<file path="config.mk">
export PLATFORM = sky130hd
export DESIGN_NAME = xmul_mpmul_seq_flat
export DESIGN_NICKNAME = d
export VERILOG_FILES = /design/src/rtl/xmul_mpmul_seq_if.sv /design/src/rtl/xmul_mpmul_seq.sv /design/src/flat_wrapper.sv
export SDC_FILE = /design/constraint.sdc
export NUM_CORES = 2
export LEC_CHECK = 0
export CAP_MARGIN = 20
export CORE_AREA = 2 2 618 620
export CTS_CLUSTER_SIZE = 30
export DETAILED_ROUTE_END_ITERATION = 10
export DIE_AREA = 0 0 620 622
export PLACE_DENSITY = 0.42
export SYNTH_ARGS = -nofsm -noshare
export SYNTH_HDL_FRONTEND = slang
export SYNTH_SLANG_ARGS = --single-unit
</file>
<file path="constraint.sdc">
create_clock -name clock -period 17.4 [get_ports clock]
set_input_delay 3.48 -clock clock [delete_from_list [all_inputs] [get_ports clock]]
set_output_delay 3.48 -clock clock [all_outputs]
set_load 0.01 [all_outputs]
</file>
<file path="src/rtl/xmul_mpmul_seq_if.sv">
// Request/response bundle of the shared xmul unit.
// The master issues requests and receives responses.
interface xmul_mpmul_seq_if;
  logic        req_valid;
  logic        req_dw;
  logic [5:0]  req_fn;
  logic [4:0]  req_tag;
  logic [63:0] req_in1;
  logic [63:0] req_in2;
  logic [63:0] req_in3;
  logic [63:0] resp_data;
  logic [4:0]  resp_tag;

  modport master (
    output req_valid, req_dw, req_fn, req_tag,
    output req_in1, req_in2, req_in3,
    input  resp_data, resp_tag
  );

  modport slave (
    input  req_valid, req_dw, req_fn, req_tag,
    input  req_in1, req_in2, req_in3,
    output resp_data, resp_tag
  );
endinterface

</file>
<file path="src/rtl/xmul_mpmul_seq.sv">
// 256x256->512 multiply sequencer on the shared xmul unit.
// Core requests have strict priority; sequencer fills idle slots.
module xmul_mpmul_seq #(
  parameter logic [4:0] SEQ_TAG  = 5'd31,
  parameter logic [5:0] FN_MADDL = 6'd50,
  parameter logic [5:0] FN_MADDH = 6'd51
) (
  input  logic          clock,
  input  logic          reset,
  input  logic          start,
  input  logic [255:0]  opa,
  input  logic [255:0]  opb,
  output logic          busy,
  output logic          done,
  output logic [511:0]  prod,
  xmul_mpmul_seq_if.slave  core,
  xmul_mpmul_seq_if.master mul
);
  typedef enum logic [1:0] {
    IDLE, ISSUE, DRAIN, DONE
  } state_t;

  state_t        state;
  logic [255:0]  a_q, b_q;
  logic [63:0]   p [8];
  logic [63:0]   carry, lo_r;
  logic [4:0]    iss_cnt, cap_cnt;
  logic          v1, v2;

  logic          grant, cap, cap_last;
  logic [1:0]    ii, ij, ci, cj;
  logic [2:0]    isum, csum, crow;
  logic [64:0]   s;
  logic [63:0]   hi_c;

  assign grant = (state == ISSUE) && !core.req_valid;
  assign ii    = iss_cnt[4:3];
  assign ij    = iss_cnt[2:1];
  assign isum  = {1'b0, ii} + {1'b0, ij};

  assign cap      = v2 && (mul.resp_tag == SEQ_TAG);
  assign cap_last = cap && (cap_cnt == 5'd31);
  assign ci       = cap_cnt[4:3];
  assign cj       = cap_cnt[2:1];
  assign csum     = {1'b0, ci} + {1'b0, cj};
  assign crow     = {1'b0, ci} + 3'd4;
  assign s        = {1'b0, lo_r} + {1'b0, carry};
  assign hi_c     = mul.resp_data + {63'd0, s[64]};

  assign prod = {p[7], p[6], p[5], p[4],
                 p[3], p[2], p[1], p[0]};

  assign core.resp_data = mul.resp_data;
  assign core.resp_tag  = mul.resp_tag;

  always_comb begin
    mul.req_valid = core.req_valid;
    mul.req_dw    = core.req_dw;
    mul.req_fn    = core.req_fn;
    mul.req_tag   = core.req_tag;
    mul.req_in1   = core.req_in1;
    mul.req_in2   = core.req_in2;
    mul.req_in3   = core.req_in3;
    if (grant) begin
      mul.req_valid = 1'b1;
      mul.req_dw    = 1'b1;
      mul.req_fn    = iss_cnt[0] ? FN_MADDH
                                 : FN_MADDL;
      mul.req_tag   = SEQ_TAG;
      mul.req_in1   = a_q[{ij, 6'd0} +: 64];
      mul.req_in2   = b_q[{ii, 6'd0} +: 64];
      mul.req_in3   = p[isum];
    end
  end

  always_ff @(posedge clock) begin
    if (reset) begin
      state   <= IDLE;
      busy    <= 1'b0;
      done    <= 1'b0;
      a_q     <= '0;
      b_q     <= '0;
      carry   <= '0;
      lo_r    <= '0;
      iss_cnt <= '0;
      cap_cnt <= '0;
      v1      <= 1'b0;
      v2      <= 1'b0;
      for (int k = 0; k < 8; k++) p[k] <= '0;
    end else begin
      done <= 1'b0;
      v1   <= grant;
      v2   <= v1;
      if (grant) iss_cnt <= iss_cnt + 5'd1;
      if (cap) begin
        cap_cnt <= cap_cnt + 5'd1;
        if (!cap_cnt[0]) begin
          lo_r <= mul.resp_data;
        end else begin
          p[csum] <= s[63:0];
          // row end: final carry becomes the new top limb
          if (cj == 2'd3) begin
            p[crow] <= hi_c;
            carry   <= '0;
          end else begin
            carry <= hi_c;
          end
        end
      end
      unique case (state)
        IDLE: if (start) begin
          state   <= ISSUE;
          busy    <= 1'b1;
          a_q     <= opa;
          b_q     <= opb;
          carry   <= '0;
          iss_cnt <= '0;
          cap_cnt <= '0;
          for (int k = 0; k < 8; k++) p[k] <= '0;
        end
        ISSUE: if (grant && iss_cnt == 5'd31)
          state <= DRAIN;
        DRAIN: if (cap_last) begin
          state <= DONE;
          busy  <= 1'b0;
          done  <= 1'b1;
        end
        DONE: state <= IDLE;
      endcase
    end
  end
endmodule

</file>
<file path="src/flat_wrapper.sv">
// flat-port wrapper written by rule: the top's interface ports become plain ports
module xmul_mpmul_seq_flat 
#(
  parameter logic [4:0] SEQ_TAG  = 5'd31,
  parameter logic [5:0] FN_MADDL = 6'd50,
  parameter logic [5:0] FN_MADDH = 6'd51
)
  (clock, reset, start, opa, opb, busy, done, prod, core_req_valid, core_req_dw, core_req_fn, core_req_tag, core_req_in1, core_req_in2, core_req_in3, core_resp_data, core_resp_tag, mul_req_valid, mul_req_dw, mul_req_fn, mul_req_tag, mul_req_in1, mul_req_in2, mul_req_in3, mul_resp_data, mul_resp_tag);
  xmul_mpmul_seq_if core_i ();
  xmul_mpmul_seq_if mul_i ();
  input  logic clock;
  input  logic reset;
  input  logic start;
  input  logic [255:0] opa;
  input  logic [255:0] opb;
  output logic busy;
  output logic done;
  output logic [511:0] prod;
  input wire logic [$bits(core_i.req_valid)-1:0] core_req_valid;
  input wire logic [$bits(core_i.req_dw)-1:0] core_req_dw;
  input wire logic [$bits(core_i.req_fn)-1:0] core_req_fn;
  input wire logic [$bits(core_i.req_tag)-1:0] core_req_tag;
  input wire logic [$bits(core_i.req_in1)-1:0] core_req_in1;
  input wire logic [$bits(core_i.req_in2)-1:0] core_req_in2;
  input wire logic [$bits(core_i.req_in3)-1:0] core_req_in3;
  output wire logic [$bits(core_i.resp_data)-1:0] core_resp_data;
  output wire logic [$bits(core_i.resp_tag)-1:0] core_resp_tag;
  output wire logic [$bits(mul_i.req_valid)-1:0] mul_req_valid;
  output wire logic [$bits(mul_i.req_dw)-1:0] mul_req_dw;
  output wire logic [$bits(mul_i.req_fn)-1:0] mul_req_fn;
  output wire logic [$bits(mul_i.req_tag)-1:0] mul_req_tag;
  output wire logic [$bits(mul_i.req_in1)-1:0] mul_req_in1;
  output wire logic [$bits(mul_i.req_in2)-1:0] mul_req_in2;
  output wire logic [$bits(mul_i.req_in3)-1:0] mul_req_in3;
  input wire logic [$bits(mul_i.resp_data)-1:0] mul_resp_data;
  input wire logic [$bits(mul_i.resp_tag)-1:0] mul_resp_tag;
  assign core_i.req_valid = core_req_valid;
  assign core_i.req_dw = core_req_dw;
  assign core_i.req_fn = core_req_fn;
  assign core_i.req_tag = core_req_tag;
  assign core_i.req_in1 = core_req_in1;
  assign core_i.req_in2 = core_req_in2;
  assign core_i.req_in3 = core_req_in3;
  assign core_resp_data = core_i.resp_data;
  assign core_resp_tag = core_i.resp_tag;
  assign mul_req_valid = mul_i.req_valid;
  assign mul_req_dw = mul_i.req_dw;
  assign mul_req_fn = mul_i.req_fn;
  assign mul_req_tag = mul_i.req_tag;
  assign mul_req_in1 = mul_i.req_in1;
  assign mul_req_in2 = mul_i.req_in2;
  assign mul_req_in3 = mul_i.req_in3;
  assign mul_i.resp_data = mul_resp_data;
  assign mul_i.resp_tag = mul_resp_tag;
  xmul_mpmul_seq #(.SEQ_TAG(SEQ_TAG), .FN_MADDL(FN_MADDL), .FN_MADDH(FN_MADDH)) u_core (.clock(clock), .reset(reset), .start(start), .opa(opa), .opb(opb), .busy(busy), .done(done), .prod(prod), .core(core_i), .mul(mul_i));
endmodule
</file>
==> run metrics <==
status complete, no violations; met2 wire len 170.3 mm; worst-margin pin slew 1.239 ns; # hold bufs at CTS 0; DRC violations left 0; sequential area share after synthesis roughly 53%; global-route wire length before repair 425.8 mm; Fin. Hold Viols 0; met3 wire len 19.64 mm; syn_area_per_cell around 12 sq um; Die W around 620 um; # resized after CTS 0; CP endpoint kind primary output; Core Region 0.3783 sq mm; layout cell share with drive strength beyond 1 10.55%; # Max-Cap Violations 0; startpoint types input pin; pin count of the biggest net entering global routing slightly above 200; Max IR drop VDD 83.75 uV; Post-Syn Instances 4605; DRT met1 WL 122.1 mm; H-Tree Depth 4; arrival time at the worst endpoint 7.05 ns; Max Used Layer met5; Final nets 6837; First-pass DRT Iterations 6; drt initial violations 3381; Starting Density 14.14%; Crit Path Class input pin to primary output; CTS tree built; Setup violations, final 0; Warnings, synthesis 0; port buffer count 1576; Clock Tree Root clkbuf_16; EDFF count, synth 512; vias in the first global route 45890; min cycle time layout 10.53 ns; Cell variety after synth slightly above 80; via/cell ratio 4.098; most frequent cells in the layout 1575 x clkdlybuf4s50_1, 652 x dfxtp_1, 533 x nand2_1; RSZ-0062 raised after global routing no; fin crit share 60.51%; fmax roughly 0.095 GHz; Slew Viols, Final 0; Area growth, synth to finish 48.53%; commonest non-fill, non-tap cell in the layout clkdlybuf4s50_1; Post-synth top flop dfxtp_1; Leak 0.02795 uW; Clock Path Buffers 4; antenna-violating nets left 0; Die Y 622 um; initial antenna violation count 78; CP required 13.92 ns; Total GRT Usage 16.07%; io pins between 1500 and 2000; tightest hold margin 0.4521 ns; Seq. cell area 0.02852 sq mm; die area 0.3856 sq mm; Post-Syn Nets 5475; placed cell area 0.07444 sq mm; Post-Syn Area 0.05350 sq mm; setup TNS 0 ns; wire length per cell 29.13 um; Fillers roughly 41000; routability cong. between 0.9 and 1; final instance area 0.07946 sq mm; post-DP HPWL 254.3 mm; clock tree sinks 1168; max_slew headroom 17.43%; WL final 323.9 mm; Crit Path Max Fanout 98; class of the worst hold path register to register; GRT Residual Overflow 0; Worst-path clk slew 0.05 ns; setup bufs post-CTS 0; row cnt around 230; total CTS buffers between 150 and 200; flops & latches, synth 1168; pwr dens 115.8 mW/mm^2; clk_lat worst skew 0.85 ns; Post-Route Skew 0.05175 ns; Async SR Flop Fraction 0%; combined area of the multi-input logic cells between 0.02 and 0.025 sq mm; vias 45580
[power by group]
part	internal [uW]	total [uW]	switching [uW]	leakage, uW
Sequential	3370	3730	358	0.0109
Clock	1870	3200	1330	0.00246
Combinational	1050	2270	1220	0.0146
Total	6300	9200	2910	0.0279
[sequential cells by signal, summed over array words and instances, names as in the netlist]
register,flops
u_core.a_q,256
u_core.done,1
u_core.carry,64
u_core.busy,1
u_core.p,512
u_core.iss_cnt,5
u_core.lo_r,64
u_core.cap_cnt,5
u_core.v2,1
u_core.v1,1
u_core.b_q,256
u_core.state,2
[critical path, cell delays in order]
cell and delay, ns:
clkdlybuf4s50_1 0.57, nand2b_4 0.61, buf_4 0.49, buf_4 0.73, nand2_1 0.15, o21ai_0 0.14
clkdlybuf4s50_1 0.59
[cell type report]
type / count / share of cell area (%)
diodes: 19 / 0.05984
clock buffers: 205 / 5.439
clock inverters: 70 / 0.8141
inverters: 30 / 0.1417
multi-input cells: 2977 / 29.24
flip-flops and latches: 1168 / 35.90
well taps: 5016 / 7.899
repair buffers: 1637 / 20.51
[per-layer routing]
metal  GRT usage (%)  up-vias
li1                -    20040
met1           17.90    23300
met2           30.06     1800
met3           3.391      408
met4           5.089       30
met5               0        -
[synth_stat cells, drive strengths merged (10+ instances only)]
master	n	share of area, %
dfxtp	656	25
nand2	545	3.8
a22o	512	8.4
edfxtp	512	29
nor2	502	3.5
clkbuf	292	2.0
mux4	256	11
o22ai	240	2.8
buf	138	1.5
mux2i	131	2.5
a21oi	128	1.2
o21ai	128	1.2
ha	78	1.8
xor2	69	1.2
xnor2	58	1.0
a21o	54	0.76
nand3	48	0.47
nand4	35	0.46
inv	30	0.21
nor3	24	0.23
nand2b	20	0.24
and3	19	0.22
or3	17	0.20
o21bai	16	0.22
nor2b	10	0.12
[cells by family (layout without fill, tap and decap cells)]
group	count (synthesis)	after routing	synth area share (%)
AOI/OAI and AO/OA	1130	1130	15.70
buffers and inverters	460	1942	3.747
muxes	387	387	13.23
DFF	1168	1168	53.29
adders and majority gates	81	81	1.937
and+or+nand+nor	1252	1252	9.835
xor gates and xnor gates	127	127	2.262
other	0	19	0
[through the flow]
| stage | std cells | utilization, % | setup slack (ns) | total power, uW |
|---|---|---|---|---|
| 6_report | 11120 | 21.00 | 6.871 | 9204 |
| 5_1_grt | 11110 | 21.00 | 6.691 | 9581 |
| 4_1_cts | 11100 | 20.99 | 6.909 | 9377 |
| 3_5_place_dp | 10830 | 19.68 | 6.908 | 6106 |
| 3_3_place_gp | 10830 | 19.67 | 7.072 | 6090 |
| 2_1_floorplan | 4605 | - | 9.351 | 4536 |
[path summary, 6_finish.rpt]
kind / from / end / slack (ns) / depth (start not counted)
min: u_core.v1 / u_core.v2 / 0.45 / 1
max: core_req_valid / mul_req_in3[52] / 6.87 / 7
max reg2reg: u_core.lo_r[23] / u_core.p[6][58] / 8.76 / 22
min reg2reg: u_core.v1 / u_core.v2 / 0.45 / 1
(Power assumes the default switching activity.)
